## config.mk

```make
export PLATFORM = sky130hd
export DESIGN_NAME = branch_predictor_flat
export DESIGN_NICKNAME = d
export VERILOG_FILES = /design/src/rtl/branch_predictor_pkg.sv /design/src/rtl/branch_predictor_if.sv /design/src/rtl/branch_predictor_sat_cnt.sv /design/src/rtl/branch_predictor.sv /design/src/flat_wrapper.sv
export SDC_FILE = /design/constraint.sdc
export NUM_CORES = 1
export LEC_CHECK = 0
export ABC_AREA = 1
export BUFFER_PORTS_ARGS = -buffer_cell sky130_fd_sc_hd__buf_2
export CAP_MARGIN = 20
export CELL_PAD_IN_SITES_DETAIL_PLACEMENT = 1
export CELL_PAD_IN_SITES_GLOBAL_PLACEMENT = 2
export CORE_ASPECT_RATIO = 1.5
export CORE_UTILIZATION = 43
export CTS_CLUSTER_DIAMETER = 100
export DETAILED_ROUTE_END_ITERATION = 8
export PLACE_DENSITY_LB_ADDON = 0.1
export SYNTH_ARGS = -nofsm -noshare
export SYNTH_HDL_FRONTEND = slang
export SYNTH_SLANG_ARGS = --single-unit
```

## constraint.sdc

```tcl
create_clock -name clk -period 8.34 [get_ports clk]
set_input_delay 1.668 -clock clk [delete_from_list [all_inputs] [get_ports clk]]
set_output_delay 1.668 -clock clk [all_outputs]
set_load 0.01 [all_outputs]
```

## src/rtl/branch_predictor_pkg.sv

```systemverilog
// branch_predictor_pkg: constants shared by the branch target buffer files
// (FSM state encodings and the sequential fetch step).
package branch_predictor_pkg;

    // Controller states; one bit is enough and keeps the encoding legacy-friendly
    localparam logic [0:0] BP_ST_IDLE  = 1'b0;
    localparam logic [0:0] BP_ST_CLEAR = 1'b1;

    // Byte distance between consecutive fetch PCs (fixed 32-bit instructions)
    localparam int unsigned BP_PC_STEP = 4;

endpackage

```

## src/rtl/branch_predictor_if.sv

```systemverilog
// branch_predictor_if: fetch-lookup and resolve-update signal groups of the BTB.
//
// Handshake: there is no ready. if_en marks a fetch that advances this cycle;
// the lookup answer (pred_taken/pred_target) is combinational on if_pc.
// upd_valid qualifies the whole upd_* group for exactly the cycle it is high;
// the predictor always consumes it, but drops the training write while busy.
// mispredict/redirect_pc are combinational on the upd_* group in the same cycle.
interface branch_predictor_if #(
    parameter int ADDR_W = 32
);
    logic              if_en;
    logic [ADDR_W-1:0] if_pc;
    logic              pred_taken;
    logic [ADDR_W-1:0] pred_target;

    logic              upd_valid;
    logic [ADDR_W-1:0] upd_pc;
    logic              upd_taken;
    logic [ADDR_W-1:0] upd_target;
    logic              upd_pred_taken;
    logic [ADDR_W-1:0] upd_pred_target;
    logic              mispredict;
    logic [ADDR_W-1:0] redirect_pc;

    // Pipeline side: presents fetch PCs and resolved branches
    modport master (
        output if_en, if_pc, upd_valid, upd_pc, upd_taken, upd_target,
               upd_pred_taken, upd_pred_target,
        input  pred_taken, pred_target, mispredict, redirect_pc
    );

    // Predictor side
    modport slave (
        input  if_en, if_pc, upd_valid, upd_pc, upd_taken, upd_target,
               upd_pred_taken, upd_pred_target,
        output pred_taken, pred_target, mispredict, redirect_pc
    );
endinterface

```

## src/rtl/branch_predictor_sat_cnt.sv

```systemverilog
// branch_predictor_sat_cnt: combinational saturating up/down step of a
// direction counter; holds at 0 and at all-ones instead of wrapping.
module branch_predictor_sat_cnt #(
    parameter int CNT_W = 2
) (
    input  logic [CNT_W-1:0] cnt_i,
    input  logic             inc_i,
    output logic [CNT_W-1:0] cnt_o
);
    localparam logic [CNT_W-1:0] CNT_MAX = '1;

    // Step toward taken on inc_i, toward not-taken otherwise, clamping at the ends
    always_comb begin
        cnt_o = cnt_i;
        if (inc_i) begin
            if (cnt_i != CNT_MAX) cnt_o = cnt_i + CNT_W'(1);
        end else begin
            if (cnt_i != '0) cnt_o = cnt_i - CNT_W'(1);
        end
    end
endmodule

```

## src/rtl/branch_predictor.sv

```systemverilog
// branch_predictor: direct-mapped branch target buffer with per-entry
// saturating direction counters. Zero-latency lookup from the fetch PC,
// training from resolved branches, a one-entry-per-cycle clear walk after
// reset or flush. Optional feature macro: BP_STATS_EN (branch/mispredict counters).
module branch_predictor
    import branch_predictor_pkg::*;
#(
    parameter int ADDR_W  = 32,
    parameter int ENTRIES = 16,
    parameter int CNT_W   = 2
) (
    input  logic              clk,
    input  logic              rst_n,
    input  logic              bp_flush,
    output logic              bp_busy,
    output logic [31:0]       stat_branches,
    output logic [31:0]       stat_mispredicts,
    output logic [0:0]        dbg_state_o,
    branch_predictor_if.slave bp
);
    localparam int IDX_W = $clog2(ENTRIES);
    localparam int TAG_W = ADDR_W - 2 - IDX_W;
    localparam logic [CNT_W-1:0] CNT_INIT = CNT_W'(2 ** (CNT_W - 1));
    localparam logic [ADDR_W-1:0] PC_STEP = ADDR_W'(BP_PC_STEP);

    // Entry storage; no reset so the arrays can map onto RAM
    logic              valid_q  [ENTRIES];
    logic [TAG_W-1:0]  tag_q    [ENTRIES];
    logic [ADDR_W-1:0] target_q [ENTRIES];
    logic [CNT_W-1:0]  cnt_q    [ENTRIES];

    logic [0:0]       state_q, state_d;
    logic [IDX_W-1:0] ptr_q, ptr_d;

    logic [IDX_W-1:0] lk_idx, up_idx;
    logic [TAG_W-1:0] lk_tag, up_tag;
    logic             lk_hit, up_hit;
    logic             pred_taken, mispredict;
    logic             upd_en, clr_en;
    logic [CNT_W-1:0] cnt_step;

    // Fetch enable carries no state here; lookups are purely combinational
    logic unused_if_en;
    assign unused_if_en = bp.if_en;

    assign bp_busy     = (state_q == BP_ST_CLEAR);
    assign dbg_state_o = state_q;

    // Lookup path
    assign lk_idx      = bp.if_pc[IDX_W+1:2];
    assign lk_tag      = bp.if_pc[ADDR_W-1:IDX_W+2];
    assign lk_hit      = valid_q[lk_idx] && (tag_q[lk_idx] == lk_tag);
    assign pred_taken  = lk_hit && cnt_q[lk_idx][CNT_W-1] && !bp_busy;
    assign bp.pred_taken  = pred_taken;
    assign bp.pred_target = pred_taken ? target_q[lk_idx] : bp.if_pc + PC_STEP;

    // Resolve path: outcome check is valid even while busy
    assign mispredict = bp.upd_valid &&
                        ((bp.upd_taken != bp.upd_pred_taken) ||
                         (bp.upd_taken && (bp.upd_target != bp.upd_pred_target)));
    assign bp.mispredict  = mispredict;
    assign bp.redirect_pc = bp.upd_taken ? bp.upd_target : bp.upd_pc + PC_STEP;

    assign up_idx = bp.upd_pc[IDX_W+1:2];
    assign up_tag = bp.upd_pc[ADDR_W-1:IDX_W+2];
    assign up_hit = valid_q[up_idx] && (tag_q[up_idx] == up_tag);

    // Reset beats flush beats training
    assign upd_en = rst_n && !bp_flush && bp.upd_valid && (state_q == BP_ST_IDLE);
    assign clr_en = rst_n && (state_q == BP_ST_CLEAR);

    branch_predictor_sat_cnt #(.CNT_W(CNT_W)) u_sat_cnt (
        .cnt_i (cnt_q[up_idx]),
        .inc_i (bp.upd_taken),
        .cnt_o (cnt_step)
    );

    // Next state: flush (re)starts the walk; the walk ends after the last index
    always_comb begin
        state_d = state_q;
        ptr_d   = ptr_q;
        if (bp_flush) begin
            state_d = BP_ST_CLEAR;
            ptr_d   = '0;
        end else if (state_q == BP_ST_CLEAR) begin
            ptr_d = ptr_q + IDX_W'(1);
            if (ptr_q == IDX_W'(ENTRIES - 1)) state_d = BP_ST_IDLE;
        end
    end

    // Controller registers
    always_ff @(posedge clk) begin
        if (!rst_n) begin
            state_q <= BP_ST_CLEAR;
            ptr_q   <= '0;
        end else begin
            state_q <= state_d;
            ptr_q   <= ptr_d;
        end
    end

    // Entry writes: clear walk, or train from the resolved branch
    always_ff @(posedge clk) begin
        if (clr_en) begin
            valid_q[ptr_q] <= 1'b0;
        end else if (upd_en) begin
            if (bp.upd_taken) begin
                valid_q[up_idx]  <= 1'b1;
                tag_q[up_idx]    <= up_tag;
                target_q[up_idx] <= bp.upd_target;
                cnt_q[up_idx]    <= up_hit ? cnt_step : CNT_INIT;
            end else if (up_hit) begin
                cnt_q[up_idx] <= cnt_step;
            end
        end
    end

`ifdef BP_STATS_EN
    logic [31:0] stat_br_q, stat_br_d;
    logic [31:0] stat_mp_q, stat_mp_d;

    assign stat_br_d = bp.upd_valid ? stat_br_q + 32'd1 : stat_br_q;
    assign stat_mp_d = mispredict   ? stat_mp_q + 32'd1 : stat_mp_q;

    // Counters run in every state and wrap; only reset clears them
    always_ff @(posedge clk) begin
        if (!rst_n) begin
            stat_br_q <= '0;
            stat_mp_q <= '0;
        end else begin
            stat_br_q <= stat_br_d;
            stat_mp_q <= stat_mp_d;
        end
    end

    assign stat_branches    = stat_br_q;
    assign stat_mispredicts = stat_mp_q;
`else
    assign stat_branches    = '0;
    assign stat_mispredicts = '0;
`endif

endmodule

```

## src/flat_wrapper.sv

```systemverilog
// flat-port wrapper written by rule: the top's interface ports become plain ports
module branch_predictor_flat import branch_predictor_pkg::*;
#(
    parameter int ADDR_W  = 32,
    parameter int ENTRIES = 16,
    parameter int CNT_W   = 2
)
  (clk, rst_n, bp_flush, bp_busy, stat_branches, stat_mispredicts, dbg_state_o, bp_if_en, bp_if_pc, bp_upd_valid, bp_upd_pc, bp_upd_taken, bp_upd_target, bp_upd_pred_taken, bp_upd_pred_target, bp_pred_taken, bp_pred_target, bp_mispredict, bp_redirect_pc);
  branch_predictor_if #(.ADDR_W(ADDR_W)) bp_i ();
  input  logic clk;
  input  logic rst_n;
  input  logic bp_flush;
  output logic bp_busy;
  output logic [31:0] stat_branches;
  output logic [31:0] stat_mispredicts;
  output logic [0:0] dbg_state_o;
  input wire logic [$bits(bp_i.if_en)-1:0] bp_if_en;
  input wire logic [$bits(bp_i.if_pc)-1:0] bp_if_pc;
  input wire logic [$bits(bp_i.upd_valid)-1:0] bp_upd_valid;
  input wire logic [$bits(bp_i.upd_pc)-1:0] bp_upd_pc;
  input wire logic [$bits(bp_i.upd_taken)-1:0] bp_upd_taken;
  input wire logic [$bits(bp_i.upd_target)-1:0] bp_upd_target;
  input wire logic [$bits(bp_i.upd_pred_taken)-1:0] bp_upd_pred_taken;
  input wire logic [$bits(bp_i.upd_pred_target)-1:0] bp_upd_pred_target;
  output wire logic [$bits(bp_i.pred_taken)-1:0] bp_pred_taken;
  output wire logic [$bits(bp_i.pred_target)-1:0] bp_pred_target;
  output wire logic [$bits(bp_i.mispredict)-1:0] bp_mispredict;
  output wire logic [$bits(bp_i.redirect_pc)-1:0] bp_redirect_pc;
  assign bp_i.if_en = bp_if_en;
  assign bp_i.if_pc = bp_if_pc;
  assign bp_i.upd_valid = bp_upd_valid;
  assign bp_i.upd_pc = bp_upd_pc;
  assign bp_i.upd_taken = bp_upd_taken;
  assign bp_i.upd_target = bp_upd_target;
  assign bp_i.upd_pred_taken = bp_upd_pred_taken;
  assign bp_i.upd_pred_target = bp_upd_pred_target;
  assign bp_pred_taken = bp_i.pred_taken;
  assign bp_pred_target = bp_i.pred_target;
  assign bp_mispredict = bp_i.mispredict;
  assign bp_redirect_pc = bp_i.redirect_pc;
  branch_predictor #(.ADDR_W(ADDR_W), .ENTRIES(ENTRIES), .CNT_W(CNT_W)) u_core (.clk(clk), .rst_n(rst_n), .bp_flush(bp_flush), .bp_busy(bp_busy), .stat_branches(stat_branches), .stat_mispredicts(stat_mispredicts), .dbg_state_o(dbg_state_o), .bp(bp_i));
endmodule
```

==> results.txt <==
grt ovf: 0
Final Hold Fails: 0
worst vdd ir: 0.0001868 V
largest net degree at the start of global routing: 171
Final Max Slew Viols: 0
placed cells: 6419
Max clock buf depth: 3
Reg2Reg Setup Slack: 4.77 ns
final worst path period share: 86.05%
layout cells sized above 1: 9.443%
post-synthesis register bit count: 981
share of the yosys chip area belonging to registers: 61.38%
Inserted Clock Buffers: 98
max incr delay on CP: 0.47 ns
Post-Synth Simple-Gate Area: 18.84%
multiplexer share of the synthesized area: 0%
largest area contributor in the netlist: edfxtp_1
critical setup path kind: primary input to primary output
EDFF count, synth: 976
Synth Area in Compound Gates: 11.04%
final setup fails: 0
CTS tree: done
worst setup path end: bp_pred_target[13]
vias in the first global route: 38.24k
total negative slack: 0 ns
Mean Syn Cell Area: 9.593 um2
Synth top cells by count: nand2_1, edfxtp_1, nor2_1, o21ai_0, inv_1
Final min period: 7.176 ns
CTS Sinks: 981
floorplan row count: 149
Most used DFF post-synth: edfxtp_1
first-pass iteration count of the detailed router: 7
Crit path max-delay family: simple AND/OR/NAND/NOR gates
initial core utilization: 43.49%
first-pass GRT wire length: 261.9 mm
H-Tree Depth: 3
Post-Synth Adder-Cell Area: 0.1567%
Clk Latency, worst-skew pair: 0.74 ns
number of vias in the routed layout: 38.16k
capturing point of the worst reg2reg path: u_core.tag_q[10][18]
Routed Antenna Nets: 0
Post-Layout Cell Count: 6610
DRT Wirelength: 182.8 mm
CP max FO: 72
final clock skew: 0.04965 ns
XOR/XNOR Fraction of Synth Area: 1.407%
Hold WS: 0.5032 ns
CTS hold repair buffers: 0
total die area: 112800 um2
MaxCap Viol Count: 0
cells after synthesis: 4995
Avg WL per Cell: 27.66 um
Bufs and invs on worst path: 3
R2R depth: 8
Die Height: 410.8 um
Clock Tree Root: clkbuf_16
Synth cell types: 48
worst path arrival time: 5.51 ns
final worst slack: 1.164 ns
port bufs: 201
Reg-to-Reg Start: u_core.bp_busy
register clock-pin slew on the reported worst setup and hold paths: 0.07 ns
yosys warns: 0
Die X: 274.6 um
# IOs: 267
initial antenna violation count: 20
Final Util: 48.61%
FMAX: 0.1393 GHz
Starting DRT DRC Count: 3043
Power per Cell Area: 208.9 nW/um2
Setup crit end kind: primary output
post-CTS sizing: 0
Slew @ Worst Pin: 1.181 ns
Tot GR Track Use: 32.23%
unrepaired setup endpoints after global routing: no
failing checks: DRC
Cell Area, Synth: 47910 um2
Worst EP required: 6.67 ns
CORE AREA: 110200 um2
critical path launch point type: primary input
Setup Buffers After CTS: 0
most frequent CP cell: nand2_1
largest family of logic cells by synthesized area: simple AND/OR/NAND/NOR gates
Crit-path slowest cell: nor2_4
Tightest Hold Check Type: flop to flop
half-perimeter wire length after placement: 111.6 mm
outcome: finished, violations left
residual DRC count: 10
Place WS: 1.272 ns
Area Overhead vs Synth: 11.77%
max-slew headroom at the worst pin: 21.28%
synth top area cells: edfxtp_1, nand2_1, nor2_1
Cell Chain, Critical Path: buf_8 -> inv_6 -> nor2_1 -> o21ai_0 -> nand3_1 -> nand3_1 -> nand2_1 -> o21ai_0 -> nor2_1 -> nand2_1 -> nor2_1 -> nand2_2 -> nor2_4 -> nand2_1 -> nand2_1 -> buf_2
GPL Wtd Cong: 0.8903
Async SR Flop Fraction: 0%
most common cell in the netlist: nand2_1
Final nets: 5226
vias per cell: 5.772
leak pwr: 20.70 nW
critical path depth in cells: 16
Crit. Startpoint: bp_if_pc[3]
area share of the largest cell type after synthesis: 61.17%
metal layers:
metal | vias to the layer above | track usage [%] | wire length (um)
li1 | 17150 | - | -
met3 | 307 | 3.723 | 9539
met4 | 4 | 14.66 | 8090
met1 | 19480 | 39.88 | 73050
met2 | 1212 | 56.06 | 92110
met5 | - | 0 | 23
through the flow:
step                      total power, W  cell area, um2
after global routing             0.01147           53550
final                            0.01119           53560
after detailed placement        0.006588           50170
after floorplan                 0.006124           48150
after CTS                        0.01124           53540
after global placement          0.006574           50120
layout make-up:
| class | count | area [um2] |
|---|---|---|
| diodes | 8 | 20.02 |
| clock buffers | 114 | 2512 |
| clock inverters | 69 | 852.1 |
| fillers | 12450 | 56620 |
| inverters | 417 | 1585 |
| multi-input cells | 3302 | 15450 |
| flip-flops and latches | 981 | 29410 |
| well taps | 1434 | 1794 |
| repair buffers | 285 | 1929 |
how the worst min path moves through the flow:
stage / startpoint / endpoint / slack [ns] / depth (start not counted)
final: u_core.ptr_q[3] / u_core.bp_busy / 0.50 / 3
after global routing: u_core.ptr_q[3] / u_core.bp_busy / 0.55 / 3
after global placement: u_core.ptr_q[2] / u_core.bp_busy / 0.49 / 3
after floorplan: u_core.ptr_q[3] / u_core.bp_busy / 0.46 / 3
after CTS: u_core.ptr_q[3] / u_core.bp_busy / 0.51 / 3
after detailed placement: u_core.ptr_q[3] / u_core.bp_busy / 0.49 / 3
cell usage in the layout, fill, tap and decap left out, types with 5 or more instances in the layout:
master     count
a31oi_1        6
clkbuf_1      16
conb_1        64
nor4_1        14
o211ai_1     134
dfxtp_1        5
clkinv_1      16
buf_2        196
clkinv_2      29
a32o_1         6
bufinv_16     15
edfxtp_1     976
nand4_1       22
ha_1           6
clkbuf_16     98
xnor2_1        8
a22o_1        10
nand3_1      302
inv_2         11
o22ai_1       89
xor2_1        69
nor2_1       599
diode_2        8
nor3_1        28
nand2_1     1234
buf_4         66
o21ai_0      456
buf_12        19
inv_1        398
o221ai_1      41
o21ai_1       50
a21oi_1      110
nor2_4        23
power by group:
part	internal [W]	switching (W)	total (W)
Sequential	0.00541	0.000000691	0.00541
Combinational	0.000271	0.000808	0.00108
Clock	0.00265	0.00205	0.00470
Total	0.00833	0.00285	0.0112
tightest hold or removal path, cell delays in order, from the launching register on:
cell and delay [ns]:
dfxtp_1 0.32, nand3_1 0.07, nand2_1 0.05, nand2_1 0.04
kinds of logic (layout without fill, tap and decap cells):
family          count (synthesis)  after routing
other cells                     1             72
buf+inv                       775            885
fa+ha+maj                       6              6
simple gates                 2242           2242
compound gates                913            913
flops                         981            981
xor+xnor                       77             77
flip-flops by register name (all words and copies together) (netlist names):
| name | cells |
|---|---|
| u_core.ptr_q | 4 |
| u_core.cnt_q | 32 |
| u_core.bp_busy | 1 |
| u_core.tag_q | 416 |
| u_core.target_q | 512 |
| u_core.valid_q | 16 |
(Power assumes the default switching activity.)
